File: config.mk
export PLATFORM = sky130hd
export DESIGN_NAME = fft_peak_finder_flat
export DESIGN_NICKNAME = d
export VERILOG_FILES = /design/src/rtl/fft_peak_finder_if.sv /design/src/rtl/fft_peak_finder.sv /design/src/flat_wrapper.sv
export SDC_FILE = /design/constraint.sdc
export NUM_CORES = 2
export LEC_CHECK = 0
export CORE_ASPECT_RATIO = 1.75
export CORE_UTILIZATION = 35
export DETAILED_ROUTE_END_ITERATION = 7
export GPL_TIMING_DRIVEN = 0
export PLACE_DENSITY = 0.53
export SYNTH_ARGS = -nofsm -noshare
export SYNTH_HDL_FRONTEND = slang
export SYNTH_SLANG_ARGS = --single-unit
File: constraint.sdc
create_clock -name clk -period 7 [get_ports clk]
set_input_delay 1.75 -clock clk [delete_from_list [all_inputs] [get_ports clk]]
set_output_delay 1.75 -clock clk [all_outputs]
set_load 0.02 [all_outputs]
File: src/rtl/fft_peak_finder_if.sv
// Bin stream in / per-frame peak result out, shared between the FFT side and the
// peak finder.
interface fft_peak_finder_if #(
  parameter int unsigned LOG2N = 10
);
  logic signed [15:0] bin_real;
  logic signed [15:0] bin_imag;
  logic               bin_valid;
  logic               bin_last;
  logic [LOG2N-1:0]   peak_bin;
  logic [31:0]        peak_mag;
  logic [31:0]        freq;
  logic               done;
  logic               frame_err;

  modport master (
    output bin_real, bin_imag, bin_valid, bin_last,
    input  peak_bin, peak_mag, freq, done, frame_err
  );

  modport slave (
    input  bin_real, bin_imag, bin_valid, bin_last,
    output peak_bin, peak_mag, freq, done, frame_err
  );
endinterface

File: src/rtl/fft_peak_finder.sv
// Streaming peak-bin detector: |X|^2 per bin, largest bin in the search window
// per frame, reported with its index, magnitude and tone frequency.
module fft_peak_finder #(
  parameter int unsigned LOG2N   = 10,
  parameter int unsigned FS      = 1000,
  parameter int unsigned BIN_MIN = 1
) (
  input  logic            clk,
  input  logic            rst,
  fft_peak_finder_if.slave bus
);
  localparam int unsigned N  = 1 << LOG2N;
  localparam int unsigned FW = 32 + LOG2N;
  localparam logic [LOG2N-1:0] IDX_LO = LOG2N'(BIN_MIN);
  localparam logic [LOG2N-1:0] IDX_HI = LOG2N'(N / 2 - 1);

  typedef enum logic {ST_IDLE, ST_ACCUM} state_t;

  state_t           r_state, w_state_nxt;
  logic [LOG2N-1:0] r_cnt, w_cnt_nxt;
  logic             w_first, w_frame_end, w_err, w_inwin;

  // stage 0: registered input beat with its frame tags
  logic               r_s0_vld, r_s0_first, r_s0_end, r_s0_err, r_s0_win;
  logic [LOG2N-1:0]   r_s0_idx;
  logic signed [15:0] r_s0_re, r_s0_im;
  // stage 1: squares
  logic               r_s1_vld, r_s1_first, r_s1_end, r_s1_err, r_s1_win;
  logic [LOG2N-1:0]   r_s1_idx;
  logic [31:0]        r_s1_re_sq, r_s1_im_sq;
  // stage 2: running max
  logic [31:0]        r_max_mag;
  logic [LOG2N-1:0]   r_max_idx;
  logic               r_s2_end, r_s2_err;

  logic signed [31:0] w_re_ext, w_im_ext, w_re_sq, w_im_sq;
  logic [31:0]        w_sum, w_base_mag;
  logic [LOG2N-1:0]   w_base_idx;
  logic [FW-1:0]      w_prod;
  logic [31:0]        w_freq;

  always_ff @(posedge clk) begin
    if (rst) begin
      r_state <= ST_IDLE;
      r_cnt   <= '0;
    end else begin
      r_state <= w_state_nxt;
      r_cnt   <= w_cnt_nxt;
    end
  end

  // IDLE always coincides with counter 0, so IDLE marks a frame's first beat
  always_comb begin
    w_state_nxt = r_state;
    w_cnt_nxt   = r_cnt;
    w_frame_end = 1'b0;
    w_err       = 1'b0;
    w_first     = (r_state == ST_IDLE);
    w_inwin     = (r_cnt >= IDX_LO) && (r_cnt <= IDX_HI);
    if (bus.bin_valid) begin
      w_frame_end = bus.bin_last || (r_cnt == '1);
      w_err       = w_frame_end && !(bus.bin_last && (r_cnt == '1));
      if (w_frame_end) begin
        w_state_nxt = ST_IDLE;
        w_cnt_nxt   = '0;
      end else begin
        w_state_nxt = ST_ACCUM;
        w_cnt_nxt   = r_cnt + 1'b1;
      end
    end
  end

  always_ff @(posedge clk) begin
    if (rst) begin
      r_s0_vld   <= 1'b0;
      r_s0_first <= 1'b0;
      r_s0_end   <= 1'b0;
      r_s0_err   <= 1'b0;
      r_s0_win   <= 1'b0;
      r_s0_idx   <= '0;
      r_s0_re    <= '0;
      r_s0_im    <= '0;
    end else begin
      r_s0_vld   <= bus.bin_valid;
      r_s0_first <= bus.bin_valid && w_first;
      r_s0_end   <= w_frame_end;
      r_s0_err   <= w_err;
      r_s0_win   <= w_inwin;
      r_s0_idx   <= r_cnt;
      r_s0_re    <= bus.bin_real;
      r_s0_im    <= bus.bin_imag;
    end
  end

  always_comb begin
    w_re_ext = 32'(r_s0_re);
    w_im_ext = 32'(r_s0_im);
    w_re_sq  = w_re_ext * w_re_ext;
    w_im_sq  = w_im_ext * w_im_ext;
  end

  always_ff @(posedge clk) begin
    if (rst) begin
      r_s1_vld   <= 1'b0;
      r_s1_first <= 1'b0;
      r_s1_end   <= 1'b0;
      r_s1_err   <= 1'b0;
      r_s1_win   <= 1'b0;
      r_s1_idx   <= '0;
      r_s1_re_sq <= '0;
      r_s1_im_sq <= '0;
    end else begin
      r_s1_vld   <= r_s0_vld;
      r_s1_first <= r_s0_first;
      r_s1_end   <= r_s0_vld && r_s0_end;
      r_s1_err   <= r_s0_err;
      r_s1_win   <= r_s0_win;
      r_s1_idx   <= r_s0_idx;
      r_s1_re_sq <= $unsigned(w_re_sq);
      r_s1_im_sq <= $unsigned(w_im_sq);
    end
  end

  // first beat compares against a fresh (0, BIN_MIN) so frames never mix
  always_comb begin
    w_sum      = r_s1_re_sq + r_s1_im_sq;
    w_base_mag = r_s1_first ? '0 : r_max_mag;
    w_base_idx = r_s1_first ? IDX_LO : r_max_idx;
  end

  always_ff @(posedge clk) begin
    if (rst) begin
      r_max_mag <= '0;
      r_max_idx <= IDX_LO;
      r_s2_end  <= 1'b0;
      r_s2_err  <= 1'b0;
    end else begin
      r_s2_end <= r_s1_vld && r_s1_end;
      r_s2_err <= r_s1_err;
      if (r_s1_vld) begin
        if (r_s1_win && (w_sum > w_base_mag)) begin
          r_max_mag <= w_sum;
          r_max_idx <= r_s1_idx;
        end else begin
          r_max_mag <= w_base_mag;
          r_max_idx <= w_base_idx;
        end
      end
    end
  end

  always_comb begin
    w_prod = FW'(FS) * FW'(r_max_idx);
    w_freq = 32'(w_prod >> LOG2N);
  end

  always_ff @(posedge clk) begin
    if (rst) begin
      bus.peak_bin  <= '0;
      bus.peak_mag  <= '0;
      bus.freq      <= '0;
      bus.done      <= 1'b0;
      bus.frame_err <= 1'b0;
    end else begin
      bus.done <= r_s2_end;
      if (r_s2_end) begin
        bus.peak_bin  <= r_max_idx;
        bus.peak_mag  <= r_max_mag;
        bus.freq      <= w_freq;
        bus.frame_err <= r_s2_err;
      end
    end
  end
endmodule

File: src/flat_wrapper.sv
// flat-port wrapper written by rule: the top's interface ports become plain ports
module fft_peak_finder_flat 
#(
  parameter int unsigned LOG2N   = 10,
  parameter int unsigned FS      = 1000,
  parameter int unsigned BIN_MIN = 1
)
  (clk, rst, bus_bin_real, bus_bin_imag, bus_bin_valid, bus_bin_last, bus_peak_bin, bus_peak_mag, bus_freq, bus_done, bus_frame_err);
  fft_peak_finder_if #(.LOG2N(LOG2N)) bus_i ();
  input  logic clk;
  input  logic rst;
  input wire logic [$bits(bus_i.bin_real)-1:0] bus_bin_real;
  input wire logic [$bits(bus_i.bin_imag)-1:0] bus_bin_imag;
  input wire logic [$bits(bus_i.bin_valid)-1:0] bus_bin_valid;
  input wire logic [$bits(bus_i.bin_last)-1:0] bus_bin_last;
  output wire logic [$bits(bus_i.peak_bin)-1:0] bus_peak_bin;
  output wire logic [$bits(bus_i.peak_mag)-1:0] bus_peak_mag;
  output wire logic [$bits(bus_i.freq)-1:0] bus_freq;
  output wire logic [$bits(bus_i.done)-1:0] bus_done;
  output wire logic [$bits(bus_i.frame_err)-1:0] bus_frame_err;
  assign bus_i.bin_real = bus_bin_real;
  assign bus_i.bin_imag = bus_bin_imag;
  assign bus_i.bin_valid = bus_bin_valid;
  assign bus_i.bin_last = bus_bin_last;
  assign bus_peak_bin = bus_i.peak_bin;
  assign bus_peak_mag = bus_i.peak_mag;
  assign bus_freq = bus_i.freq;
  assign bus_done = bus_i.done;
  assign bus_frame_err = bus_i.frame_err;
  fft_peak_finder #(.LOG2N(LOG2N), .FS(FS), .BIN_MIN(BIN_MIN)) u_core (.clk(clk), .rst(rst), .bus(bus_i));
endmodule
==> summary.txt <==
N_diodes: 0
CTS tree: yes
Post-synth EDFFs: 0
Number of vias per cell: 4.78
Fraction of registers with async set or reset after synthesis: 0
Pin count of the biggest net entering global routing: 16
Max_slew headroom: 0.156
Grt met3 use: 0.0131
CP required: 7.42 ns
Clk_skew: 0.0381 ns
Die extent in x: 219 um
Dominant synthesized flop cell: dfxtp_1
Routability congestion estimate: 0.870
Hold Buf Count CTS: 0
Max VDD drop: 289 uV
Filler cells: 8259
CTS clk-pin slew, worst paths: 0.07 ns
First-pass GRT wire length: 121000 um
Worst setup SP type: flip-flop
Die Height: 381 um
Setup CP Type: reg -> reg
Yosys top cell area share: 0.350
Minimum clock period: 6.80 ns
Initial antenna violation count: 1
#FFs+latches synth: 233
Drt wl/cell: 17.9 um
Fin crit share: 0.971
Final hold vios: 0
Final WL: 77100 um
DP HPWL: 65800 um
Worst-margin pin slew: 1.27 ns
Max Cap Viol: 0
Fin util: 0.396
Root Driver: clkbuf_16
CP Capture Type: flip-flop
Core area: 0.0812 mm^2
Share of cells above drive strength 1: 0.0490
Io pins: 112
Maximum clock frequency: 147 MHz
P&R area growth vs syn: 11.7%
Core Rows: 138
Post-synthesis cell type count: 75
Port bufs: 88
Met2 Track Usage GR: 0.389
Cts bufs inserted: 26
FF-to-FF setup slack: 0.20 ns
DP Area: 0.0311 mm^2
Initial drt markers: 706
Status: completed
Residual DRC count: 0
Sequential fraction of the synthesis area: 0.162
Cell area after layout: 0.0322 mm^2
Most common cell after layout, fill and taps aside: inv_1
Final setup vio count: 0
Clk_lat worst skew: 0.60 ns
Via count: 20556
DRT antenna net count: 0
All-Layer GR Usage: 0.191
Drt first pass iters: 5
Class of the most critical hold timing path: reg -> reg
Crit path max fanout: 10
Synth Cell Area: 0.0288 mm^2
Yosys warns: 0
Initial Util: 0.355
GR Layer Usage met1: 0.188
CP arrival: 7.22 ns
Most Crowded Layer GR: met2
Die area: 0.0834 mm^2
LEAKAGE: 0.0157 uW
Syn avg cell area: 9.32 um^2
Synth area leaders: fa_1, dfxtp_1, ha_1, inv_1, nand2_1
Leading area contributor after synthesis: fa_1
Final net count: 4046
Pwr Density: 243 mW/mm^2
Commonest non-fill, non-tap cells in the layout: inv_1, fa_1, ha_1, dfxtp_1, nand2_1
Maximum clock insertion buffer count: 3
Slew Viols, Final: 0
H-tree levels: 1
Vias in the first global route: 22619
CTS sink cnt: 233
GRT overflow: 0
Mapped Cells: 3090
cells by family after synthesis:
family / Yosys count / synth area share
buf+inv: 807 / 0.108
fa+ha+maj: 781 / 0.471
simple gates: 767 / 0.129
compound gates: 334 / 0.0768
flops: 233 / 0.162
xor+xnor: 113 / 0.0344
mux: 54 / 0.0188
other cells: 1 / 0.000130
final timing paths:
check | end | start | depth (start not counted)
setup / recovery | u_core.r_s1_im_sq[31] | u_core.r_s0_im[1] | 22
hold / removal | u_core.r_s0_first | u_core.r_state | 1
setup reg to reg | u_core.r_s1_im_sq[31] | u_core.r_s0_im[1] | 22
hold reg to reg | u_core.r_s0_first | u_core.r_state | 1
state kept, by name (all words and copies together) (netlist names), 10 cells and up:
signal               flops
u_core.r_s1_idx         10
u_core.r_cnt            10
u_core.bus.freq         10
u_core.r_s1_im_sq       31
u_core.bus.peak_mag     32
u_core.r_s0_re          16
u_core.bus.peak_bin     10
u_core.r_max_idx        10
u_core.r_s0_im          16
u_core.r_max_mag        32
u_core.r_s0_idx         10
u_core.r_s1_re_sq       31
timing repair:
item / in CTS / in global routing
setup buffers: 2 / 2
pin swaps: 1 / 3
gates resized for setup: 46 / 46
setup endpoints to repair: 19 / 15
gates cloned: 0 / 0
metrics by stage:
stage	std cells	TNS (ns)	total power, uW	setup slack (ns)	hold slack (ns)
2_1_floorplan	3111	0	4950	0.753	0.394
3_3_place_gp	4249	-6.84	6290	-1.31	0.411
3_5_place_dp	4249	-7.39	6310	-1.29	0.410
4_1_cts	4296	0	7850	0.0154	0.415
5_1_grt	4298	-0.00550	8520	-0.00550	0.433
6_report	4298	0	7800	0.204	0.409
where the power goes:
part	switching (uW)	internal (uW)
logic	2820	1950
registers	104	1470
clock network	642	812
total	3570	4230
final cells by class:
type,count,area (um^2),share of cell area
clock buffers,33,717,0.0223
inverters,690,2590,0.0805
clock inverters,14,173,0.00537
well taps,1050,1310,0.0409
multi-input cells,2071,21200,0.659
plain buffers,115,594,0.0185
flip-flops and latches,233,4680,0.145
repair buffers,92,911,0.0283
synth_stat cells, types with 9 or more instances:
cell type  instances
a211oi_1          14
a21o_1            44
a21oi_1          108
a22o_1            12
a31oi_1           11
and2_1            91
and3_1             9
buf_1              9
buf_4             23
clkbuf_1          83
dfxtp_1          233
fa_1             503
ha_1             278
inv_1            689
mux2i_1           53
nand2_1          212
nand2b_1          52
nand3_1           49
nand4_1           16
nor2_1           203
nor2b_1           75
nor3_1            24
o21a_1            16
o21ai_0           53
o21bai_1          13
xnor2_1           82
xor2_1            31
worst max-delay path, cell delays in order, from the launching register on:
cell      delay (ns)
dfxtp_1         0.43
clkbuf_4        0.27
clkbuf_4        0.26
nand2_1         0.09
fa_1            0.51
fa_1            0.55
inv_1           0.05
fa_1            0.51
fa_1            0.47
fa_1            0.51
inv_1           0.05
fa_1            0.58
inv_1           0.06
ha_1            0.35
and4_1          0.26
a21oi_1         0.15
o21ai_0         0.15
a221oi_1        0.27
a21bo_2         0.30
a311oi_4        0.35
o21ai_0         0.18
xnor2_1         0.23
nor2_1          0.06
metal layers:
metal	share of wire	wire length [um]	vias up
met5	0	0	-
met4	0.054	4190	0
met3	0.026	1990	155
met2	0.57	44200	364
met1	0.35	26700	10295
li1	-	-	9742
No activity file was read; power rests on OpenSTA's default activity.
